## src/rtl/multicycle_control.sv

```systemverilog
// Control FSM for a multicycle MIPS-style datapath: sequences fetch, decode,
// execute, memory and write-back steps and counts retired instructions.
module multicycle_control (
  input  logic        clk,
  input  logic        reset,
  input  logic [5:0]  Opcode,
  input  logic        MemReady,
  output logic        PCWrite,
  output logic        PCWriteCond,
  output logic        BranchNE,
  output logic        IorD,
  output logic        MemRead,
  output logic        MemWrite,
  output logic        IRWrite,
  output logic        MemtoReg,
  output logic        RegDst,
  output logic        RegWrite,
  output logic        ALUSrcA,
  output logic [1:0]  ALUSrcB,
  output logic [1:0]  PCSource,
  output logic [3:0]  ALUOp,
  output logic        IllegalOp,
  output logic [15:0] InstrCount,
  output logic [3:0]  State
);

  typedef enum logic [3:0] {
    S_IDLE   = 4'd0,  S_FETCH = 4'd1,  S_DECODE = 4'd2,  S_MEMADR = 4'd3,
    S_MEMRD  = 4'd4,  S_MEMWB = 4'd5,  S_MEMWR  = 4'd6,  S_REXEC  = 4'd7,
    S_RWB    = 4'd8,  S_IEXEC = 4'd9,  S_IWB    = 4'd10, S_BRANCH = 4'd11,
    S_JUMP   = 4'd12
  } state_t;

  localparam logic [5:0] OP_RTYPE = 6'b000000;
  localparam logic [5:0] OP_LW    = 6'b100011;
  localparam logic [5:0] OP_SW    = 6'b101011;
  localparam logic [5:0] OP_ADDI  = 6'b001000;
  localparam logic [5:0] OP_ORI   = 6'b001101;
  localparam logic [5:0] OP_LUI   = 6'b001111;
  localparam logic [5:0] OP_BEQ   = 6'b000100;
  localparam logic [5:0] OP_BNE   = 6'b000101;
  localparam logic [5:0] OP_J     = 6'b000010;

  localparam logic [3:0] ALU_RTYPE = 4'b1111;
  localparam logic [3:0] ALU_ADD   = 4'b0100;
  localparam logic [3:0] ALU_ORI   = 4'b0101;
  localparam logic [3:0] ALU_LUI   = 4'b0110;
  localparam logic [3:0] ALU_LW    = 4'b0001;
  localparam logic [3:0] ALU_SW    = 4'b0010;
  localparam logic [3:0] ALU_BR    = 4'b0011;

  state_t      state_q, state_d;
  logic [5:0]  op_q, op_d;
  logic [15:0] count_q, count_d;
  logic        retire;

  // Codes 13-15 and IDLE both fall into the FETCH default.
  always_comb begin
    state_d = S_FETCH;
    unique case (state_q)
      S_FETCH:  state_d = MemReady ? S_DECODE : S_FETCH;
      S_DECODE: begin
        case (Opcode)
          OP_RTYPE:              state_d = S_REXEC;
          OP_LW, OP_SW:          state_d = S_MEMADR;
          OP_ADDI, OP_ORI, OP_LUI: state_d = S_IEXEC;
          OP_BEQ, OP_BNE:        state_d = S_BRANCH;
          OP_J:                  state_d = S_JUMP;
          default:               state_d = S_FETCH;
        endcase
      end
      S_MEMADR: state_d = (op_q == OP_LW) ? S_MEMRD : S_MEMWR;
      S_MEMRD:  state_d = MemReady ? S_MEMWB : S_MEMRD;
      S_MEMWR:  state_d = MemReady ? S_FETCH : S_MEMWR;
      S_REXEC:  state_d = S_RWB;
      S_IEXEC:  state_d = S_IWB;
      default:  state_d = S_FETCH;
    endcase
  end

  assign op_d    = (state_q == S_DECODE) ? Opcode : op_q;
  assign retire  = (state_q inside {S_MEMWB, S_RWB, S_IWB, S_BRANCH, S_JUMP}) ||
                   ((state_q == S_MEMWR) && MemReady);
  assign count_d = count_q + {15'd0, retire};

  // NOTE: sequential state uses non-blocking (<=) so every register samples
  // the pre-edge value of its inputs regardless of statement order.
  always_ff @(posedge clk or negedge reset) begin
    if (!reset) begin
      state_q <= S_IDLE;
      op_q    <= 6'd0;
      count_q <= 16'd0;
    end else begin
      state_q <= state_d;
      op_q    <= op_d;
      count_q <= count_d;
    end
  end

  // NOTE: every output gets a default before the case so no latch is inferred
  // and unlisted outputs read 0 in each state.
  always_comb begin
    PCWrite = 1'b0; PCWriteCond = 1'b0; BranchNE = 1'b0; IorD = 1'b0;
    MemRead = 1'b0; MemWrite = 1'b0; IRWrite = 1'b0; MemtoReg = 1'b0;
    RegDst = 1'b0; RegWrite = 1'b0; ALUSrcA = 1'b0; ALUSrcB = 2'b00;
    PCSource = 2'b00; ALUOp = 4'b0000; IllegalOp = 1'b0;
    case (state_q)
      S_FETCH: begin
        MemRead = 1'b1; ALUSrcB = 2'b01; ALUOp = ALU_ADD;
        IRWrite = MemReady; PCWrite = MemReady;
      end
      S_DECODE: begin
        ALUSrcB = 2'b11; ALUOp = ALU_ADD;
        IllegalOp = !(Opcode inside {OP_RTYPE, OP_LW, OP_SW, OP_ADDI, OP_ORI,
                                     OP_LUI, OP_BEQ, OP_BNE, OP_J});
      end
      S_MEMADR: begin
        ALUSrcA = 1'b1; ALUSrcB = 2'b10;
        ALUOp = (op_q == OP_LW) ? ALU_LW : ALU_SW;
      end
      S_MEMRD:  begin MemRead = 1'b1; IorD = 1'b1; end
      S_MEMWB:  begin RegWrite = 1'b1; MemtoReg = 1'b1; end
      S_MEMWR:  begin MemWrite = 1'b1; IorD = 1'b1; end
      S_REXEC:  begin ALUSrcA = 1'b1; ALUOp = ALU_RTYPE; end
      S_RWB:    begin RegWrite = 1'b1; RegDst = 1'b1; end
      S_IEXEC: begin
        ALUSrcA = 1'b1; ALUSrcB = 2'b10;
        ALUOp = (op_q == OP_ORI) ? ALU_ORI : (op_q == OP_LUI) ? ALU_LUI : ALU_ADD;
      end
      S_IWB:    RegWrite = 1'b1;
      S_BRANCH: begin
        ALUSrcA = 1'b1; ALUOp = ALU_BR; PCWriteCond = 1'b1; PCSource = 2'b01;
        BranchNE = (op_q == OP_BNE);
      end
      S_JUMP:   begin PCWrite = 1'b1; PCSource = 2'b10; end
      default: ;
    endcase
  end

  assign InstrCount = count_q;
  assign State      = state_q;

endmodule
```

## config.mk

```make
export PLATFORM = sky130hd
export DESIGN_NAME = multicycle_control
export DESIGN_NICKNAME = d
export VERILOG_FILES = /design/src/rtl/multicycle_control.sv
export SDC_FILE = /design/constraint.sdc
export NUM_CORES = 1
export LEC_CHECK = 0
export CORE_ASPECT_RATIO = 0.75
export CORE_MARGIN = 2
export CORE_UTILIZATION = 49
export DETAILED_ROUTE_END_ITERATION = 10
export PLACE_DENSITY = 0.82
export RECOVER_POWER = 50
export SYNTH_ARGS = -nofsm -noshare
export SYNTH_HDL_FRONTEND = slang
export SYNTH_SLANG_ARGS = --single-unit
export TNS_END_PERCENT = 20
```

## constraint.sdc

```tcl
create_clock -name clk -period 6 [get_ports clk]
set_input_delay 1.8 -clock clk [delete_from_list [all_inputs] [get_ports clk]]
set_output_delay 1.8 -clock clk [all_outputs]
set_load 0.02 [all_outputs]
```

# Word-level counts from Yosys, hierarchy flattened
# Index checks and enable logic that the tools add are counted.
[word_totals]
out_inout_bits = 40
inputBits = 9
word_cells = 67
register_bits = 26
[op_classes]
reduce_logical = 15
muxes = 24
add_sub_neg = 1
n_eq_ne = 24
[ops]
columns = ["operator", "count"]
rows = [
  ["$pmux W4 S5", 2],
  ["$eq A6 B4 Y1 const B", 5],
  ["$pmux W4 S7", 1],
  ["$eq A4 B4 Y1 const B", 5],
  ["$eq A6 B3 Y1 const B", 3],
  ["$eq A6 B6 Y1 const B", 3],
  ["$add A16 B1 Y16", 1],
  ["$eq A4 B3 Y1 const B", 4],
  ["$mux W1", 12],
  ["$reduce_or A2 Y1", 6],
  ["$mux W2", 5],
  ["$reduce_bool A9 Y1", 1],
  ["$eq A4 B2 Y1 const B", 2],
  ["$eq A6 B2 Y1 const B", 1],
  ["$logic_not A6 Y1", 1],
  ["$pmux W2 S3", 1],
  ["$reduce_or A3 Y1", 2],
  ["$reduce_bool A5 Y1", 1],
  ["$eq A4 B1 Y1 const B", 1],
  ["$pmux W2 S2", 1],
  ["$reduce_or A4 Y1", 1],
  ["$mux W3", 1],
  ["$pmux W1 S2", 1],
  ["$logic_and A1 B1 Y1", 1],
  ["other kinds (2)", 2],
]

# Depth between registers and ports, before layout
# Gate-level depths: netlist of run 1.
[logic_depth]
word_depth = 4
ltp_mapped = 9

# Worst setup path after synthesis of run 1
# Ideal clock, no wire load.
[synth_timing]
path_type = "input to output"
start = "in Opcode[3]"
end = "out IllegalOp"
required_ps = 4200
setup_slack_ps = 1550
path_stages = 5
arrival_time_ps = 2650
cell_sequence = "buf_2 > nand2b_1 > a21boi_0 > o31a_1 > o21a_1"
[synth_between]
elab_chain_len = 4
elab_cells_between_ends = 12
cone_classes = "eq/ne (8); mux (1); reduce/logical (3)"
[synth_rtl]
columns = ["item", "line", "text"]
rows = [
  ["start, declared", "6", "input logic [5:0] Opcode,"],
  ["$eq A6 B6 Y1, or another cell as far along", "114", "IllegalOp = !(Opcode inside {OP_RTYPE, OP_LW, OP_SW, OP_ADDI, OP_ORI,"],
  ["$reduce_bool A9 Y1 *", "114", ""],
  ["$logic_not A1 Y1 *", "114", ""],
  ["$mux W1 *", "107", "case (state_q)"],
  ["end, declared", "22", "output logic IllegalOp,"],
]
# Every way passes the cells marked *; elsewhere a longest branch is shown, timed or not.

# Worst setup path in the final report of run 1
# Same ends and word-level chain as after synthesis.

==> key figures, run 1 <==
Status
  • Outcome: finished clean

Power
  • Pint: 0.540 mW
  • Psw: 0.391 mW
  • Switching portion of total power: 42.0%
  • Clk pwr share: 15.4%
  • Seq pwr share: 34.5%
  • Leakage: 0.861 nW
  • Combinational Power Share: between 50% and 60%
  • VDD IR max: 0.252 mV
  • PD cells: 448 mW/mm2

Route
  • Vias/cell: 5.76
  • Met1 wire length: 1.79 mm
  • Initial drt markers: about 130
  • Top Metal Used: met4
  • WL final: 3.87 mm
  • WL met3: 232 um
  • DR vias: 1410
  • Antenna Nets Post-Route: 0
  • Wire length per cell: 15.8 um
  • DR pass1 iterations: 4
  • DR WL met2: 1.79 mm
  • DRC: 0

Floorplanning
  • Die W: just under 70 um
  • Core Region: 0.00296 mm2
  • Rows: 17
  • Die height: 52.5 um
  • Area of the die: 0.00360 mm2
  • I/O Pins: 49
  • Initial Utilization: 52.0%

Placement
  • Routability Congestion: between 0.8 and 0.9
  • I/O Buffers: 48
  • Detailed placer's ending HPWL: 2.88 mm
  • Dpl cell area: ~0.002 mm2

Clock tree
  • Clock tree buffer depth: 2
  • Clock transition at path regs: 0.08 ns
  • Hold-fix buffers, CTS: 0
  • CTS tree: done
  • Cts bufs inserted: 3
  • Resized cells post-CTS: 0
  • Postcts setup bufs: 0
  • CTS root buffer: clkbuf_8
  • H-Tree Depth: 1
  • Worst skew pair latency: 0.27 ns
  • CTS sink count: 26

GRT
  • GRT Total Usage: about a quarter
  • Vias in the first global route: 1301
  • Initial antenna violation count: 0
  • First-pass GRT wire length: 6.20 mm
  • Total grt overflow: 0
  • Largest net degree at the start of global routing: 27

Synth
  • Most frequent cell after synthesis: dfrtp_1
  • Synth Cell Area: 0.00154 mm2
  • Top cells by count, synth: dfrtp_1 (26), nor2_1 (19), nand3_1 (10), xnor2_1 (10)
  • Ys Warns: 0
  • Main synth FF type: dfrtp_1
  • Fraction of registers with async set/reset: 100%
  • Yosys reg bits: 26
  • Top-area cell type share of the netlist area: 42.3%
  • Post-synthesis sequential area ratio: between 40% and 50%
  • Syn Inst Count: 165
  • Yosys cell types: 41
  • Synth area leaders: dfrtp_1 (42%), xnor2_1 (5.7%), nor2_1 (4.6%)
  • Synthesized Nets: approximately 180
  • Most area-hungry cell type in the Yosys netlist: dfrtp_1
  • Mean area per synthesized cell: just over 9 um2
  • Post-synth EDFFs: 0

Hold path
  • Hold Path End: InstrCount[15]
  • Hold-critical path depth: 1
  • Hold_sp: InstrCount[15]
  • Min-Delay Path Class: reg2reg

Timing
  • Final-report hold violation count: 0
  • RSZ-0062 raised after global routing: false
  • Clock Skew: between 0.002 and 0.003 ns
  • Slew HR: 24.7%
  • Slew @ Worst Pin: between 1 and 1.5 ns
  • TNS Setup: 0 ns
  • Fin crit share: 93.6%
  • Final number of max-transition violations: 0
  • Final number of setup-violating endpoints: 0
  • Hold Slack: 0.478 ns
  • Final Critical Period: ~5.6 ns
  • Max Fclk: 178 MHz

Layout
  • Ant. Diodes: 0
  • Fin nets: 219
  • Layout area overhead: 35.3%
  • Storage element area: 651 um2
  • Area occupied by multi-input gates: slightly above 800 um2
  • Final instance area: 0.00208 mm2
  • Layout cells sized above 1: 5.80%
  • Fillers: approximately 210

Worst setup path
  • R2R depth: 9
  • Startpoint types: primary input
  • Crit path kind: in2out
  • FF-to-FF setup slack: 3.44 ns
  • CP Data Required Time: 4.20 ns
  • Critical path arrival: about 3.8 ns
  • R2R Path Start: State[1]
  • Critical Path Fanout Max: 9
  • Capture point of the worst reg-to-reg path: InstrCount[12]
  • Worst Setup End Kind: primary output

Run
  • Max_cap viols: 0
power groups by stage:
stage               clock, mW  combinational (mW)  sequential [mW]
floorplan                   0               0.281            0.307
global placement            0               0.458            0.316
detailed placement          0               0.470            0.320
CTS                     0.146               0.473            0.318
global route            0.153               0.501            0.331
finish                  0.143               0.466            0.321
state kept, by name, summed over array words and instances (netlist names):
| signal | flops |
|---|---|
| InstrCount | 16 |
| op_q | 6 |
| State | 4 |
logic make-up after synthesis:
kind of cell	Yosys count	synth area share [%]
AOI/OAI and AO/OA	26	11.6
xor gates and xnor gates	15	8.55
adders and majority gates	2	1.63
buffers and inverters	14	4.72
DFF	26	42.3
muxes	6	4.40
and+or+nand+nor	76	26.8
placed cells by master, fill, tap and decap left out, types with 2 or more instances in the layout:
cell,synthesis,final
a21o_1,3,3
clkbuf_8,0,3
nor2_1,19,19
xnor2_1,10,10
nand2b_1,6,6
nor4_1,2,2
or3_1,2,2
dfrtp_1,26,26
nor2b_1,2,2
xor2_1,5,5
nor4b_1,2,2
inv_1,4,4
clkdlybuf4s50_1,0,30
nor3_1,9,9
nand3_1,10,10
a21boi_0,2,2
nand2_1,9,9
nand4_1,7,7
and2_1,2,2
o21ai_0,6,6
dlygate4sd3_1,0,18
o22ai_1,2,2
a21oi_1,4,4
mux2_2,6,6
ha_1,2,2
worst max-delay path, stage by stage:
cell,delay [ns]
dlygate4sd3_1,0.71
nand2b_1,0.22
a21boi_0,0.10
o31a_1,0.29
o21a_1,0.16
clkdlybuf4s50_1,0.53
worst max-delay path by stage:
| stage | slack [ns] | cells past startpoint | to | from |
|---|---|---|---|---|
| after global routing | 0.29 | 6 | IllegalOp | Opcode[3] |
| after floorplan | 1.55 | 5 | IllegalOp | Opcode[3] |
| after detailed placement | 0.48 | 6 | IllegalOp | Opcode[3] |
| after CTS | 0.47 | 6 | IllegalOp | Opcode[3] |
| final | 0.38 | 6 | IllegalOp | Opcode[3] |
| after global placement | 0.58 | 6 | IllegalOp | Opcode[3] |
layer usage:
layer  vias to the layer above  global-route usage (%)
li1                        674                       -
met2                        55                    35.4
met1                       673                    33.8
met3                         8                    4.95
met5                         -                       0
met4                         0                    5.67
per-stage QoR:
step / instances / setup slack [ns] / util (%) / power [mW]
6_report: 245 / 0.384 / 70.3 / 0.930
5_1_grt: 245 / 0.293 / 70.3 / 0.984
4_1_cts: 245 / 0.469 / 70.3 / 0.936
3_5_place_dp: 241 / 0.477 / 67.9 / 0.790
3_3_place_gp: 241 / 0.576 / 67.9 / 0.774
2_1_floorplan: 165 / 1.55 / - / 0.588
cell type report:
class	instances	area share, %
Clock buffer	3	1.99
Inverter	4	0.722
Tap cell	38	2.29
Timing Repair Buffer	48	23.1
Multi-Input combinational cell	125	39.1
Clock inverter	1	1.44
Sequential cell	26	31.3
No activity file was read; power rests on OpenSTA's default activity.
==> run 2: changes to the inputs <==
--- a/config.mk
+++ b/config.mk
@@ -5,11 +5,12 @@
 export SDC_FILE = /design/constraint.sdc
 export NUM_CORES = 1
 export LEC_CHECK = 0
+export ABC_CLOCK_PERIOD_IN_PS = 6000
 export CORE_ASPECT_RATIO = 0.75
 export CORE_MARGIN = 2
-export CORE_UTILIZATION = 49
+export CORE_UTILIZATION = 40
 export DETAILED_ROUTE_END_ITERATION = 10
-export PLACE_DENSITY = 0.82
+export PLACE_DENSITY = 0.69
 export RECOVER_POWER = 50
 export SYNTH_ARGS = -nofsm -noshare
 export SYNTH_HDL_FRONTEND = slang
==> run 2 against run 1 <==
- hold slack better by 0.0033 ns
- final area is 0.60% lower
- register-to-register slack gained 0.11 ns
- clock power decreased by 36%
- critical path depth is the same
- cell count is 5.3% higher
- clock skew grew 0.0048 ns
- highest routed layer unchanged
- setup slack improved by 0.079 ns
- flip-flop and latch count is the same
- clock-buffer cell count unchanged
- via count down 4.1%
- largest cell class unchanged
==> key figures, run 2 (synthesized netlist as in run 1, its figures left out) <==
Clock tree
  • H-Tree Depth: 1 (unchanged)
  • Hold-fix buffers, CTS: 0 (unchanged)
  • Cts bufs inserted: 3 (unchanged)
  • CTS root buffer: clkbuf_8 (unchanged)
  • Worst skew pair latency: 0.26 ns (was 0.27 ns)
  • CTS tree: done (unchanged)
  • CTS sink count: 26 (unchanged)
  • Resized cells post-CTS: 0 (unchanged)
  • Clock tree buffer depth: 2 (unchanged)
  • Clock transition at path regs: 0.08 ns (about the same)
  • Postcts setup bufs: 0 (unchanged)

Timing
  • Fin crit share: 92.3% (was 93.6%)
  • Slew HR: 25.4% (was 24.7%)
  • Final number of setup-violating endpoints: 0 (unchanged)
  • Final number of max-transition violations: 0 (unchanged)
  • Slew @ Worst Pin: 1.12 ns (was 1.13 ns)
  • TNS Setup: 0 ns (unchanged)
  • RSZ-0062 raised after global routing: false (unchanged)
  • Final Critical Period: 5.54 ns (was 5.62 ns)
  • Final-report hold violation count: 0 (unchanged)
  • Max Fclk: 181 MHz (was 178 MHz)
  • Clock Skew: 0.00758 ns (was 0.00274 ns)

Power
  • VDD IR max: 0.256 mV (was 0.252 mV)
  • Total Power: 0.871 mW (was 0.930 mW)
  • Combinational Power Share: 53.1% (was 50.1%)
  • Leakage: 0.846 nW (was 0.861 nW)
  • Psw: 0.375 mW (was 0.391 mW)
  • Seq pwr share: 36.5% (was 34.5%)
  • Clk pwr share: 10.5% (was 15.4%)
  • Pint: 0.496 mW (was 0.540 mW)
  • PD cells: 421 mW/mm2 (was 448 mW/mm2)
  • Switching portion of total power: 43.0% (was 42.0%)

GRT
  • Vias in the first global route: 1246 (was 1301)
  • Largest net degree at the start of global routing: 27 (unchanged)
  • Initial antenna violation count: 0 (unchanged)
  • First-pass GRT wire length: 6.00 mm (was 6.20 mm)
  • Total grt overflow: 0 (unchanged)
  • GRT Total Usage: 17.7% (was 23.3%)

Status
  • Outcome: finished clean (unchanged)

Worst setup path
  • Largest stage delay, worst path: 0.67 ns (was 0.71 ns)
  • Worst Setup End Kind: primary output (unchanged)
  • Slowest stage cell, crit path: dlygate4sd3_1 (unchanged)
  • Startpoint types: primary input (unchanged)
  • CP Data Required Time: 4.20 ns (about the same)
  • WP buf/inv: 2 (unchanged)
  • Crit-path leading delay family: buffers and inverters (unchanged)
  • Critical path arrival: 3.74 ns (was 3.82 ns)
  • Critical-path cell list: dlygate4sd3_1 > nand2b_1 > a21boi_0 > o31a_1 > o21a_1 > clkdlybuf4s50_1 (unchanged)
  • Crit path kind: in2out (unchanged)
  • Critical Path Fanout Max: 9 (unchanged)

Floorplanning
  • Die W: 75.6 um (was 68.7 um)
  • Die height: 57.7 um (was 52.5 um)
  • Core Region: 0.00366 mm2 (was 0.00296 mm2)
  • Initial Utilization: 42.0% (was 52.0%)
  • Rows: 19 (was 17)
  • I/O Pins: 49 (unchanged)
  • Area of the die: 0.00436 mm2 (was 0.00360 mm2)

Route
  • Initial drt markers: 169 (was 127)
  • DR WL met2: 1.63 mm (was 1.79 mm)
  • Antenna Nets Post-Route: 0 (unchanged)
  • Wire length per cell: 13.9 um (was 15.8 um)
  • DR pass1 iterations: 4 (unchanged)
  • Top Metal Used: met4 (unchanged)
  • Met1 wire length: 1.73 mm (was 1.79 mm)
  • DRC: 0 (unchanged)
  • WL final: 3.58 mm (was 3.87 mm)
  • DR vias: 1352 (was 1410)
  • Vias/cell: 5.24 (was 5.76)
  • WL met3: 182 um (was 232 um)

Layout
  • Layout area overhead: 34.4% (was 35.3%)
  • Fin nets: 219 (unchanged)
  • Fin cells: 258 (was 245)
  • Post-Route Utilization: 56.4% (was 70.3%)
  • Layout cells sized above 1: 5.34% (was 5.80%)
  • Most frequent cells in the layout: clkdlybuf4s50_1 (30), dfrtp_1 (26), nor2_1 (19) (unchanged)
  • Number of flip-flops in the largest register: 16 (unchanged)
  • Ant. Diodes: 0 (unchanged)
  • Most common cell after layout, fill and taps aside: clkdlybuf4s50_1 (unchanged)
  • Fillers: 343 (was 206)

Hold path
  • Min-Delay Path Class: reg2reg (unchanged)

Placement
  • I/O Buffers: 48 (unchanged)
  • Routability Congestion: 0.872 (was 0.881)
  • Detailed placer's ending HPWL: 2.83 mm (was 2.88 mm)
  • Placed Cells: 255 (was 241)

Run
  • Max_cap viols: 0 (unchanged)
-- run 2: cell count changes in the layout (fill, tap and decap cells not counted), sizes merged --
cell,before,now
bufinv,1,0
-- run 2: final cells by class --
cell class | count | area [um2] | area share (%)
inverter | 4 | 15.0 | 0.727
tap | 52 | 65.1 | 3.15
timing repair buffer | 48 | 480 | 23.3
multi-input combinational | 125 | 813 | 39.4
sequential | 26 | 651 | 31.5
clock buffer | 3 | 41.3 | 2.00
-- run 2: final timing paths --
| path | slack [ns] | from | depth (start not counted) | end |
|---|---|---|---|---|
| min in group asynchronous | 2.20 | reset | 1 | InstrCount[6] |
| max in group asynchronous | 3.13 | reset | 1 | InstrCount[5] |
| setup reg to reg | 3.55 | State[1] | 9 | InstrCount[13] |
| setup / recovery | 0.46 | Opcode[3] | 6 | IllegalOp |
| hold reg to reg | 0.48 | InstrCount[15] | 1 | InstrCount[15] |
| hold / removal | 0.48 | InstrCount[15] | 1 | InstrCount[15] |
-- run 2: per-layer routing --
layer / vias up / global-route usage, %
met5: - / 0
met2: 39 / 25.8
met4: 0 / 5.26
li1: 677 / -
met3: 2 / 3.30
met1: 634 / 26.8
-- run 2: power groups by stage --
| stage | combinational [mW] | clock, mW | sequential [mW] |
|---|---|---|---|
| detailed placement | 0.469 | 0 | 0.322 |
| global route | 0.503 | 0.102 | 0.331 |
| finish | 0.462 | 0.0910 | 0.318 |
| floorplan | 0.281 | 0 | 0.307 |
| global placement | 0.463 | 0 | 0.318 |
| CTS | 0.469 | 0.0961 | 0.318 |
-- run 2: metrics by stage --
step                      setup WS, ns  instance area [um2]  hold WS [ns]
after floorplan                   1.55                 1540         0.496
after global placement           0.592                 2020         0.465
after detailed placement         0.529                 2020         0.474
after CTS                        0.528                 2070         0.488
after global routing             0.373                 2070         0.522
final                            0.463                 2070         0.482
==> run 3: changes to the inputs <==
==> config.mk (replaced) <==
export PLATFORM = sky130hd
export DESIGN_NAME = multicycle_control
export DESIGN_NICKNAME = d
export VERILOG_FILES = /design/src/rtl/multicycle_control.sv
export SDC_FILE = /design/constraint.sdc
export NUM_CORES = 1
export LEC_CHECK = 0
export ABC_CLOCK_PERIOD_IN_PS = 4700
export CORE_ASPECT_RATIO = 0.75
export CORE_MARGIN = 2
export CORE_UTILIZATION = 40
export CTS_CLUSTER_DIAMETER = 80
export DETAILED_ROUTE_END_ITERATION = 10
export PLACE_DENSITY = 0.71
export RECOVER_POWER = 50
export SYNTH_ARGS = -nofsm -noshare
export SYNTH_HDL_FRONTEND = slang
export SYNTH_SLANG_ARGS = --single-unit
export TNS_END_PERCENT = 1
==> constraint.sdc (replaced) <==
create_clock -name clk -period 4.7 [get_ports clk]
set_input_delay 1.41 -clock clk [delete_from_list [all_inputs] [get_ports clk]]
set_output_delay 1.41 -clock clk [all_outputs]
set_load 0.02 [all_outputs]
==> run 3 against run 2 <==
- first-iteration DRC count down 33%
- critical path type unchanged
- routed wire length up 1.5%
- utilization up 0.58 points
==> key figures, run 3 (synthesized netlist as in run 1, its figures left out) <==
Status
  • Outcome: finished clean (unchanged)

Clock tree
  • Clock transition at path regs: 0.09 ns (was 0.08 ns)
  • Worst skew pair latency: 0.27 ns (was 0.26 ns)
  • CTS root buffer: clkbuf_8 (unchanged)
  • Hold-fix buffers, CTS: 0 (unchanged)
  • CTS sink count: 26 (unchanged)
  • Postcts setup bufs: 0 (unchanged)
  • Cts bufs inserted: 3 (unchanged)
  • CTS tree: done (unchanged)
  • Resized cells post-CTS: 0 (unchanged)
  • Clock tree buffer depth: 2 (unchanged)
  • H-Tree Depth: 1 (unchanged)

Timing
  • Max Fclk: 217 MHz
  • Slew HR: 23.6% (was 25.4%)
  • Slew @ Worst Pin: 1.14 ns (was 1.12 ns)
  • Final number of setup-violating endpoints: 0 (unchanged)
  • Hold Slack: 0.467 ns (was 0.482 ns)
  • Final-report hold violation count: 0 (unchanged)
  • Clock Skew: 0.00653 ns (was 0.00758 ns)
  • Final worst slack: 0.0851 ns (was 0.463 ns)
  • Fin crit share: between 90% and 100%
  • RSZ-0062 raised after global routing: false (unchanged)
  • Final Critical Period: between 4 and 5 ns
  • Final number of max-transition violations: 0 (unchanged)
  • TNS Setup: 0 ns (unchanged)

Worst setup path
  • Critical-path cell list: dlygate4sd3_1 > a21boi_0 > o31a_1 > o21a_1 > clkdlybuf4s50_1 (was dlygate4sd3_1 > nand2b_1 > a21boi_0 > o31a_1 > o21a_1 > clkdlybuf4s50_1)
  • Critical Path Fanout Max: 9 (unchanged)
  • Largest stage delay, worst path: 0.65 ns (was 0.67 ns)
  • CP Data Required Time: 3.29 ns (was 4.20 ns)
  • Startpoint types: primary input (unchanged)
  • Crit path kind: in2out (unchanged)
  • Worst Setup End Kind: primary output (unchanged)
  • Slowest stage cell, crit path: dlygate4sd3_1 (unchanged)
  • Critical path arrival: 3.20 ns (was 3.74 ns)

Floorplanning
  • Area of the die: 0.00436 mm2 (unchanged)
  • Core Region: 0.00366 mm2 (unchanged)
  • Rows: 19 (unchanged)
  • I/O Pins: 49 (unchanged)
  • Die height: 57.7 um (unchanged)
  • Die W: 75.6 um (unchanged)
  • Initial Utilization: 42.0% (unchanged)

Layout
  • Fillers: 351 (was 343)
  • Final instance area: 0.00209 mm2 (was 0.00207 mm2)
  • Layout cells sized above 1: 6.25% (was 5.34%)
  • Fin cells: 260 (was 258)
  • Most common cell after layout, fill and taps aside: clkdlybuf4s50_1 (unchanged)
  • Area occupied by multi-input gates: 813 um2 (unchanged)
  • Ant. Diodes: 0 (unchanged)
  • Post-Route Utilization: 57.0% (was 56.4%)
  • Number of flip-flops in the largest register: 16 (unchanged)
  • Storage element area: 651 um2 (unchanged)
  • Most frequent cells in the layout: clkdlybuf4s50_1 (32), dfrtp_1 (26), nor2_1 (19) (was clkdlybuf4s50_1 (30), dfrtp_1 (26), nor2_1 (19))
  • Layout area overhead: 35.8% (was 34.4%)
  • Fin nets: 220 (was 219)

Placement
  • Dpl cell area: 0.00203 mm2 (was 0.00202 mm2)
  • Detailed placer's ending HPWL: 2.81 mm (was 2.83 mm)
  • Routability Congestion: 0.844 (was 0.872)
  • I/O Buffers: 48 (unchanged)
  • Post-Place Worst Slack: 0.105 ns (was 0.529 ns)
  • Placed Cells: 256 (was 255)

GRT
  • GRT Total Usage: 17.4% (was 17.7%)
  • Vias in the first global route: 1299 (was 1246)
  • First-pass GRT wire length: 5.98 mm (was 6.00 mm)
  • Initial antenna violation count: 0 (unchanged)
  • Total grt overflow: 0 (unchanged)
  • Largest net degree at the start of global routing: 27 (unchanged)

Power
  • Psw: 0.485 mW (was 0.375 mW)
  • Pint: 0.651 mW (was 0.496 mW)
  • Combinational Power Share: 52.0% (was 53.1%)
  • VDD IR max: 0.244 mV (was 0.256 mV)
  • Clk pwr share: 12.5% (was 10.5%)
  • Leakage: 0.860 nW (was 0.846 nW)
  • PD cells: 544 mW/mm2 (was 421 mW/mm2)
  • Total Power: 1.14 mW (was 0.871 mW)
  • Seq pwr share: 35.5% (was 36.5%)
  • Switching portion of total power: 42.7% (was 43.0%)

Route
  • Antenna Nets Post-Route: 0 (unchanged)
  • WL final: 3.63 mm (was 3.58 mm)
  • Initial drt markers: 114 (was 169)
  • DR vias: 1394 (was 1352)
  • Wire length per cell: 14.0 um (was 13.9 um)
  • DR pass1 iterations: 4 (unchanged)
  • Vias/cell: 5.36 (was 5.24)
  • DRC: 0 (unchanged)

Hold path
  • Min-Delay Path Class: reg2reg (unchanged)

Run
  • Max_cap viols: 0 (unchanged)
-- run 3: cell types whose count changed in the layout (fill, tap and decap cells not counted), sizes merged --
cell,before,now
clkbuf,3,4
buf,0,1
clkdlybuf4s50,30,32
dlygate4sd3,18,16
-- run 3: worst paths after layout --
path | start | to | slack [ns] | cells past startpoint
worst min-delay path | InstrCount[15] | InstrCount[15] | 0.47 | 1
worst max-delay path | Opcode[0] | IllegalOp | 0.09 | 5
worst min register to register | InstrCount[15] | InstrCount[15] | 0.47 | 1
min in group asynchronous | reset | InstrCount[4] | 1.81 | 1
max in group asynchronous | reset | op_q[1] | 2.20 | 1
worst max register to register | State[1] | InstrCount[12] | 2.20 | 9
-- run 3: worst max-delay path, delay by kind of cell --
| family | cells | cell delay, ns |
|---|---|---|
| buf+inv | 2 | 1.18 |
| compound gates | 3 | 0.62 |
-- run 3: per-layer routing --
metal,up-vias,GRT usage (%),wire length [um]
li1,681,-,-
met1,684,25.4,1740
met2,25,27.5,1760
met3,4,3.65,95
met4,0,3.01,34
met5,-,0,0
-- run 3: final cells by class --
| cell class | instances | share of cell area, % |
|---|---|---|
| Timing Repair Buffer | 49 | 23.4 |
| Tap cell | 52 | 3.12 |
| Inverter | 4 | 0.719 |
| Clock buffer | 4 | 2.64 |
| Multi-Input combinational cell | 125 | 39.0 |
| Sequential cell | 26 | 31.2 |
-- run 3: power groups by stage --
stage,clock [mW],combinational [mW],sequential [mW]
6_report,0.142,0.591,0.403
5_1_grt,0.152,0.643,0.418
4_1_cts,0.146,0.602,0.403
3_5_place_dp,0,0.600,0.409
3_3_place_gp,0,0.591,0.404
2_1_floorplan,0,0.359,0.392
